--- src/rtl/pool2d_pkg.sv ---
// pool2d_pkg: FSM states, reduction-mode encodings and elaboration-time sizing
// helpers shared by pool2d_engine and pool2d_reduce.
package pool2d_pkg;

  typedef enum logic [1:0] {
    IDLE  = 2'd0,
    ACC   = 2'd1,
    WRITE = 2'd2,
    DONE  = 2'd3
  } state_e;

  localparam logic POOL_MAX = 1'b0;
  localparam logic POOL_AVG = 1'b1;

  // Ceiling log2; clog2(1) == 0.
  function automatic int clog2(input int n);
    int r;
    r = 0;
    while ((1 << r) < n) r++;
    return r;
  endfunction

  // Width for a counter or index over n values, never narrower than one bit.
  function automatic int cnt_width(input int n);
    return (clog2(n) < 1) ? 1 : clog2(n);
  endfunction

endpackage

--- src/rtl/pool2d_reduce.sv ---
// pool2d_reduce: window accumulator for pool2d_engine. Folds one element per
// enabled cycle into a running max or sum and presents the reduced window.
// Build option POOL2D_AVG_EN: when defined, a widened sum accumulator and a
// constant divider are compiled in and mode_i selects max or average; when
// undefined, only the max path exists and mode_i is ignored.
module pool2d_reduce
  import pool2d_pkg::*;
#(
  parameter int DATA_WIDTH = 4,
  parameter int NELEM      = 4
) (
  input  logic                  clk,
  input  logic                  rst,
  input  logic                  clear_i,
  input  logic                  acc_en_i,
  input  logic                  mode_i,
  input  logic [DATA_WIDTH-1:0] elem_i,
  output logic [DATA_WIDTH-1:0] result_o
);

`ifdef POOL2D_AVG_EN
  // Sum of NELEM elements needs clog2(NELEM) extra bits, so it never wraps.
  localparam int AW = DATA_WIDTH + clog2(NELEM);
`else
  localparam int AW = DATA_WIDTH;
`endif

  logic [AW-1:0] acc_q, acc_d, elem_ext;

  assign elem_ext = AW'(elem_i);

  // Next accumulator value: clear for a new window, fold one element, or hold.
  always_comb begin
    // NOTE: every always_comb output gets a default first so no path infers a latch.
    acc_d = acc_q;
    if (clear_i) begin
      acc_d = '0;
    end else if (acc_en_i) begin
`ifdef POOL2D_AVG_EN
      if (mode_i == POOL_AVG) acc_d = acc_q + elem_ext;
      else if (elem_ext > acc_q) acc_d = elem_ext;
`else
      if (elem_ext > acc_q) acc_d = elem_ext;
`endif
    end
  end

  // Accumulator register.
  always_ff @(posedge clk) begin
    // NOTE: sequential state uses non-blocking assignments so all registers update together.
    if (rst) acc_q <= '0;
    else     acc_q <= acc_d;
  end

`ifdef POOL2D_AVG_EN
  // Reduced window value; average is the floored quotient by the window area.
  always_comb begin
    result_o = DATA_WIDTH'(acc_q);
    if (mode_i == POOL_AVG) result_o = DATA_WIDTH'(acc_q / AW'(NELEM));
  end
`else
  assign result_o = acc_q;

  // Max-only build: the mode bit has no effect.
  logic unused_mode;
  assign unused_mode = (mode_i == POOL_AVG);
`endif

endmodule

--- src/rtl/pool2d_engine.sv ---
// pool2d_engine: multi-channel KxK / stride-S pooling over a captured flat
// C x H x W map, one window element per clock, max or average reduction.
// Build option POOL2D_AVG_EN enables the average path inside pool2d_reduce;
// without it mode is ignored and every run is max pooling with unchanged timing.
module pool2d_engine
  import pool2d_pkg::*;
#(
  parameter int H          = 3,
  parameter int W          = 4,
  parameter int C          = 1,
  parameter int POOL_SIZE  = 2,
  parameter int S          = 1,
  parameter int DATA_WIDTH = 4
) (
  input  logic                                    clk,
  input  logic                                    rst,
  input  logic                                    start,
  input  logic                                    mode,
  input  logic [0:DATA_WIDTH*C*H*W-1]             input_data,
  output logic [0:DATA_WIDTH*C*((H-POOL_SIZE)/S+1)*((W-POOL_SIZE)/S+1)-1] output_data,
  output logic                                    busy,
  output logic                                    done
);

  localparam int K        = POOL_SIZE;
  localparam int OUTPUT_H = (H - K) / S + 1;
  localparam int OUTPUT_W = (W - K) / S + 1;
  localparam int NWIN     = C * OUTPUT_H * OUTPUT_W;
  localparam int IN_BITS  = DATA_WIDTH * C * H * W;
  localparam int OUT_BITS = DATA_WIDTH * NWIN;

  localparam int KW  = cnt_width(K);
  localparam int CW  = cnt_width(C);
  localparam int HW  = cnt_width(OUTPUT_H);
  localparam int WW  = cnt_width(OUTPUT_W);
  localparam int IBW = cnt_width(IN_BITS);
  localparam int OBW = cnt_width(OUT_BITS);

  localparam logic [KW-1:0] K_LAST = KW'(K - 1);
  localparam logic [CW-1:0] C_LAST = CW'(C - 1);
  localparam logic [HW-1:0] I_LAST = HW'(OUTPUT_H - 1);
  localparam logic [WW-1:0] J_LAST = WW'(OUTPUT_W - 1);

  state_e state_q, state_d;
  logic [KW-1:0] kx_q, kx_d, ky_q, ky_d;
  logic [WW-1:0] j_q, j_d;
  logic [HW-1:0] i_q, i_d;
  logic [CW-1:0] c_q, c_d;
  logic          mode_q;
  logic [0:IN_BITS-1]  data_q;
  logic [0:OUT_BITS-1] out_q;

  logic capture, acc_clear, acc_en, write_en;
  logic [DATA_WIDTH-1:0] elem, result;

  int elem_idx, win_idx;
  logic [IBW-1:0] elem_bit;
  logic [OBW-1:0] win_bit;

  // Element (c, i*S+ky, j*S+kx) and output slot (c, i, j), element 0 at the MSB end.
  assign elem_idx = (int'(c_q) * H + int'(i_q) * S + int'(ky_q)) * W + int'(j_q) * S + int'(kx_q);
  assign win_idx  = (int'(c_q) * OUTPUT_H + int'(i_q)) * OUTPUT_W + int'(j_q);
  assign elem_bit = IBW'(elem_idx * DATA_WIDTH);
  assign win_bit  = OBW'(win_idx * DATA_WIDTH);
  assign elem     = data_q[elem_bit +: DATA_WIDTH];

  // Next state and scan counters; kx fastest, then ky, j, i, c.
  always_comb begin
    state_d   = state_q;
    kx_d      = kx_q;
    ky_d      = ky_q;
    j_d       = j_q;
    i_d       = i_q;
    c_d       = c_q;
    capture   = 1'b0;
    acc_clear = 1'b0;
    acc_en    = 1'b0;
    write_en  = 1'b0;
    case (state_q)
      IDLE: begin
        if (start) begin
          capture   = 1'b1;
          acc_clear = 1'b1;
          kx_d      = '0;
          ky_d      = '0;
          j_d       = '0;
          i_d       = '0;
          c_d       = '0;
          state_d   = ACC;
        end
      end
      ACC: begin
        acc_en = 1'b1;
        if (kx_q != K_LAST) begin
          kx_d = kx_q + 1'b1;
        end else begin
          kx_d = '0;
          if (ky_q != K_LAST) begin
            ky_d = ky_q + 1'b1;
          end else begin
            ky_d    = '0;
            state_d = WRITE;
          end
        end
      end
      WRITE: begin
        write_en  = 1'b1;
        acc_clear = 1'b1;
        state_d   = ACC;
        if (j_q != J_LAST) begin
          j_d = j_q + 1'b1;
        end else begin
          j_d = '0;
          if (i_q != I_LAST) begin
            i_d = i_q + 1'b1;
          end else begin
            i_d = '0;
            if (c_q != C_LAST) begin
              c_d = c_q + 1'b1;
            end else begin
              c_d     = '0;
              state_d = DONE;
            end
          end
        end
      end
      DONE:    state_d = IDLE;
      default: state_d = IDLE;
    endcase
  end

  // State, counters, captured mode and the output map; reset aborts any run.
  always_ff @(posedge clk) begin
    if (rst) begin
      state_q <= IDLE;
      kx_q    <= '0;
      ky_q    <= '0;
      j_q     <= '0;
      i_q     <= '0;
      c_q     <= '0;
      mode_q  <= POOL_MAX;
      out_q   <= '0;
    end else begin
      state_q <= state_d;
      kx_q    <= kx_d;
      ky_q    <= ky_d;
      j_q     <= j_d;
      i_q     <= i_d;
      c_q     <= c_d;
      if (capture)  mode_q <= mode;
      if (write_en) out_q[win_bit +: DATA_WIDTH] <= result;
    end
  end

  // Input snapshot taken on the accepting edge and used for the whole run.
  always_ff @(posedge clk) begin
    // NOTE: the capture register is deliberately not reset; it is only read after a capture.
    if (capture) data_q <= input_data;
  end

  pool2d_reduce #(
    .DATA_WIDTH (DATA_WIDTH),
    .NELEM      (K * K)
  ) u_reduce (
    .clk      (clk),
    .rst      (rst),
    .clear_i  (acc_clear),
    .acc_en_i (acc_en),
    .mode_i   (mode_q),
    .elem_i   (elem),
    .result_o (result)
  );

  assign output_data = out_q;
  assign busy        = (state_q == ACC) || (state_q == WRITE);
  assign done        = (state_q == DONE);

endmodule

--- config.mk ---
export PLATFORM = sky130hd
export DESIGN_NAME = pool2d_engine
export DESIGN_NICKNAME = d
export VERILOG_FILES = /design/src/rtl/pool2d_pkg.sv /design/src/rtl/pool2d_reduce.sv /design/src/rtl/pool2d_engine.sv
export SDC_FILE = /design/constraint.sdc
export NUM_CORES = 1
export LEC_CHECK = 0
export ABC_AREA = 1
export BUFFER_PORTS_ARGS = -buffer_cell sky130_fd_sc_hd__buf_4
export CORE_MARGIN = 2
export CORE_UTILIZATION = 54
export DETAILED_ROUTE_END_ITERATION = 6
export GPL_ROUTABILITY_DRIVEN = 0
export PLACE_DENSITY = 0.88
export SYNTH_ARGS = -nofsm -noshare
export SYNTH_HDL_FRONTEND = slang
export SYNTH_SLANG_ARGS = --single-unit
--- constraint.sdc ---
create_clock -name clk -period 3.2 [get_ports clk]
set_input_delay 0.64 -clock clk [delete_from_list [all_inputs] [get_ports clk]]
set_output_delay 0.64 -clock clk [all_outputs]
set_load 0.01 [all_outputs]
---- After elaboration in Yosys (flattened, before gate mapping) ----
Cells that the tools add are included.
word-level totals
  bits in registers ....................... 84
  logic and storage cells ................. 79
operators by class
  eq/ne operators ......................... 9
  shift operators ......................... 3
  bitwise operators ....................... 2
  magnitude comparators ................... 1
  muxes and demuxes ....................... 29
  multipliers ............................. 2
  reductions and logical operators ........ 12
  add/sub/neg operators ................... 12
operator list
  kind                                                   number
  variable part select 48 x 7 -> 49 bit                  1
  variable shift 25 x 7 -> 24 bit, first input constant  1
  variable part select 25 x 7 -> 24 bit                  1
  bitwise mux 24 bit                                     1
  2-to-1 mux 2 bit                                       8
  2-to-1 mux 1 bit                                       13
  inequality test 2 bit, second input constant           6
  one-hot mux 1 bit (2 select lines)                     5
  AND reduction 3 bit                                    3
  one-hot mux 2 bit (4 select lines)                     1
  negation 6 -> 7 bit                                    1
  inverter 6 -> 7 bit                                    1
  inverter 5 -> 6 bit                                    1
  AND reduction 2 bit                                    3
  adder 1 bit, second input constant                     4
  adder 2 x 1 -> 2 bit                                   2
  adder 4 x 1 -> 4 bit                                   1
  adder 4 x 2 -> 4 bit                                   1
  == test 2 bit, second input constant                   2
  greater-than comparator 4 bit                          1
  one-hot mux 2 bit (2 select lines)                     1
  AND reduction 4 bit                                    1
  nonzero test 2 bit                                     2
  adder 2 x 1 -> 3 bit                                   1
  8 further kinds                                        8

---- Logic depth before layout (Yosys ltp) ----
  depth after elaboration ................. 9
  depth in mapped cells ................... 22

---- Hierarchy ----
Synthesis repeated with hierarchy kept, for this count alone.
second synthesis, totals
  cell total of the unflattened synthesis .. 414
  area total of the unflattened synthesis .. 3766.1 um2
modules (own cells, without submodules)
  module         cells each  instances  area an instance (um2)
  pool2d_engine  369         1          3453.3
  pool2d_reduce  45          1          312.8

---- Worst setup path after synthesis ----
No wires, ideal clock.
  path kind ............................... flip-flop to flip-flop
  start point ............................. register kx_q
  end point ............................... register u_reduce.acc_q[0], in the netlist u_reduce.result_o[0]
  stages on the path, launching flop included .. 20
  arrival time ............................ 2.266 ns
  clock period less this slack ............ 2.375 ns
  path slack .............................. 0.825 ns
  cell sequence ........................... dfxtp_1 ha_1 ha_1 inv_2 buf_2 nand3_1 nand3_1 nand3_1 nand2_1 inv_1 ha_1 inv_1 o21bai_1 nand2_1 nand2_1 nand2_1 inv_1 nand3_1 nand2_1 inv_1
between the ends
  cells in the longest elaborated chain, start to end .. 5
ends and longest elaborated chain
  what                                       RTL line              RTL
  start, declared                            pool2d_engine.sv:45   logic [KW-1:0] kx_q, kx_d, ky_q, ky_d;
  start signal, assigned                     pool2d_engine.sv:145  kx_q <= kx_d;
  adder 4 x 1 -> 4 bit                       pool2d_engine.sv:61   assign elem_idx = (int'(c_q) * H + int'(i_q) * S + int'(ky_q)) * W + int'(j_q) * S + int'(kx_q);
  inverter 6 -> 7 bit (implied by the code)  pool2d_engine.sv:65   assign elem = data_q[elem_bit +: DATA_WIDTH];
  variable part select 48 x 7 -> 49 bit      pool2d_engine.sv:65
  named net elem[1]                          pool2d_engine.sv:54   logic [DATA_WIDTH-1:0] elem, result;
  greater-than comparator 4 bit              pool2d_reduce.sv:43   if (elem_ext > acc_q) acc_d = elem_ext;
  AND reduction 2 bit (no source line)       n/a
  end signal, assigned                       pool2d_reduce.sv:51   if (rst) acc_q <= '0;
  end signal, assigned                       pool2d_reduce.sv:52   else acc_q <= acc_d;
  end, declared                              pool2d_reduce.sv:28   logic [AW-1:0] acc_q, acc_d, elem_ext;
The timed path passes the listed nets, and every way through them passes these cells.
A chain may end at the register's enable or synchronous reset.

---- Worst setup path in the final report ----
  start point ............................. register j_q[0]
  end point ............................... register u_reduce.acc_q[0], in the netlist u_reduce.result_o[0]
between the ends
  cells in the longest elaborated chain, start to end .. 6
ends and longest elaborated chain
  what                                       RTL line              RTL
  start, declared                            pool2d_engine.sv:46   logic [WW-1:0] j_q, j_d;
  start signal, assigned                     pool2d_engine.sv:147  j_q <= j_d;
  adder 4 x 2 -> 4 bit                       pool2d_engine.sv:61
  adder 4 x 1 -> 4 bit                       pool2d_engine.sv:61
  inverter 6 -> 7 bit (implied by the code)  pool2d_engine.sv:65
  variable part select 48 x 7 -> 49 bit      pool2d_engine.sv:65
  named net elem[1]                          pool2d_engine.sv:54
  greater-than comparator 4 bit              pool2d_reduce.sv:43
  AND reduction 2 bit (no source line)       n/a
The timed path passes the listed nets, and every way through them passes these cells.

==> results.tsv <==
metric	value	unit
Inst Count DP	534	
synthesized area	3650	µm²
Worst Hold Depth	1	
Residual DRC	0	
largest net degree at the start of global routing	32	
vias	2875	
most common cell after layout, fill and taps aside	nand2_1	
CTS buffer count	9	
power per cell area	938	nW/µm²
Nets	533	
Final ANT Viol Nets	0	
num rows	29	
Die Width	86.2	µm
Worst-Skew Late Latency	0.36	ns
Ant. Diodes	0	
most frequent cells in the layout	122 x nand2_1, 79 x buf_4, 48 x edfxtp_1	
GR Overflow Total	0	
startpoint types	flop	
Worst Reg2Reg Path Length in Cells	18	
register bit total from synthesis	83	
Critical-path top delay cell	dfxtp_1	
wire per inst	13.6	µm
Total GRT Usage	21.3	%
Syn Inst Count	389	
Seq/Total Area, Yosys	58.7	%
Slew Viols, Final	0	
post-route insts no fill	550	
switch share	41.3	%
Least-Margin Pin Slew	0.454	ns
run status	finished clean	
initial antenna violation count	0	
layout cells sized above 1	22.6	%
CP most frequent cell	nand2_1	
Max Cap Viol	0	
Core Region	6460	µm²
dpl hpwl	5400	µm
worst clock skew	0.0136	ns
DR pass1 iterations	4	
clk buf depth	2	
sequential power share	35.3	%
CTS tree	done	
RSZ-0062 raised after global routing	false	
Pint	2460	µW
crit path kind	reg -> reg	
Worst-path clk slew	0.09	ns
Die Area	7430	µm²
max incr delay on CP	0.41	ns
CP top delay family	adder cells	
final hold violation count	0	
drt initial violations	157	
Clk pwr share	19.4	%
Pwr Total	4200	µW
Initial Utilization	56.5	%
period utilisation layout	91.0	%
setup violators final	0	
P&R area growth vs syn	22.4	%
worst vdd ir	0.506	mV
Psw	1730	µW
Root Buffer	clkbuf_8	
# IOs	78	
crit path DAT	3.17	ns
Hold Buf Count CTS	0	
leakage power	0.00199	µW
crit path cell chain	ha_2 > ha_1 > inv_2 > nand3_1 > nand3_1 > nand3_1 > nand2_1 > inv_1 > ha_1 > inv_1 > o21bai_1 > nand2_1 > nand2_1 > nand2_1 > inv_1 > nand3_1 > nand2_1 > inv_1	
Die Ht	86.2	µm
Stages on worst setup path	18	
Avg Cell Area, Syn	9.39	µm²
H-tree levels	3	
area of the multi-input gates	1270	µm²
Critical Path End Type	flop	
PortBufs	76	
Buf+Inv Stages, Crit Path	5	
minimum clock period	2.91	ns
total number of yosys warnings	0	
Register Area	2140	µm²
clk sinks	83	
Yosys cell types	32	
Slew headroom	69.7	%
Synthesized Nets	454	
Layout fillers	468	
vias in the first global route	2770	
r2r setup slk	0.29	ns
first-pass GRT wire length	12200	µm
final WL	7460	µm
crit path max fanout	13	
worst path required time	3.46	ns
Hold Crit Class	in -> reg	
power share of the combinational group	45.3	%
Setup Total Neg Slack	0	ns
Fmax	343	MHz
Via density	5.23	
[layout make-up]
type	count	area share (%)
clock buffer	12	3.72
clock inverter	4	1.20
inverter	39	3.39
multi-input combinational	256	28.4
sequential	83	47.9
tap	77	2.16
timing repair buffer	79	13.3
[repair_timing]
item	in CTS	in global routing
resized for setup	0	1
endpoints found under the setup margin	0	2
setup buffers	0	0
[layer usage]
layer | vias up | wire length (µm) | GRT usage, %
met5 | - | 0 | 0
met4 | 0 | 133 | 8.38
met3 | 15 | 359 | 4.95
met2 | 79 | 3810 | 37.2
met1 | 1343 | 3150 | 25.6
li1 | 1438 | - | -
[state kept, by name, summed over array words and instances (netlist names)]
name / count
data_q: 48
i_q: 1
j_q: 2
kx_q: 1
ky_q: 1
output_data: 24
state_q: 2
u_reduce.result_o: 4
[through the flow]
| step | cell area [µm²] | hold WS [ns] | setup slack [ns] | utilization (%) |
|---|---|---|---|---|
| 2_1_floorplan | 3650 | 0.456 | 0.825 | - |
| 5_1_grt | 4470 | 0.434 | 0.0729 | 69.2 |
| 6_report | 4470 | 0.453 | 0.287 | 69.2 |
| 4_1_cts | 4470 | 0.446 | 0.261 | 69.2 |
| 3_3_place_gp | 4250 | 0.456 | 0.404 | 65.8 |
| 3_5_place_dp | 4250 | 0.457 | 0.310 | 65.8 |
[power by group through the flow]
| stage | Combinational, µW | Clock [µW] | Sequential (µW) |
|---|---|---|---|
| CTS | 1890 | 819 | 1480 |
| global route | 2180 | 868 | 1500 |
| floorplan | 1540 | 0 | 1490 |
| finish | 1900 | 813 | 1480 |
| global placement | 1780 | 0 | 1490 |
| detailed placement | 1880 | 0 | 1510 |
[path summary, 6_finish.rpt]
check | from | to
worst max-delay path | j_q[0] | u_reduce.result_o[0]
worst min-delay path | input_data[32] | data_q[32]
worst max register to register | j_q[0] | u_reduce.result_o[0]
worst min register to register | output_data[5] | output_data[5]
[cell families after synthesis]
kind of cell	Yosys count	synth area share (%)
buf+inv	50	6.68
fa+ha+maj	13	4.66
compound gates	53	7.57
simple gates	186	21.0
xor+xnor	4	1.37
flops	83	58.7
[worst reg2reg max path: stages (launching register included)]
cell,delay [ns]
dfxtp_1,0.41
ha_2,0.22
ha_1,0.39
inv_2,0.29
nand3_1,0.12
nand3_1,0.13
nand3_1,0.09
nand2_1,0.11
inv_1,0.05
ha_1,0.28
inv_1,0.04
o21bai_1,0.12
nand2_1,0.07
nand2_1,0.06
nand2_1,0.11
inv_1,0.14
nand3_1,0.09
nand2_1,0.06
inv_1,0.03
[synthesized netlist by cell type, drive strengths merged]
master | n | area (µm²)
nand3b | 1 | 7.51
o21ai | 14 | 70.1
buf | 10 | 88.8
xor2 | 2 | 17.5
a21oi | 34 | 170
o21bai | 1 | 7.51
dfxtp | 35 | 701
nand2 | 125 | 477
clkinv | 1 | 3.75
fa | 1 | 20.0
edfxtp | 48 | 1440
ha | 12 | 150
nor2 | 21 | 81.3
xnor2 | 2 | 32.5
nor3 | 3 | 15.0
or2 | 2 | 12.5
a31oi | 1 | 6.26
clkbuf | 1 | 3.75
o211ai | 1 | 7.51
a211oi | 2 | 15.0
nand3 | 34 | 175
inv | 38 | 148
No activity file was read; power rests on OpenSTA's default activity.
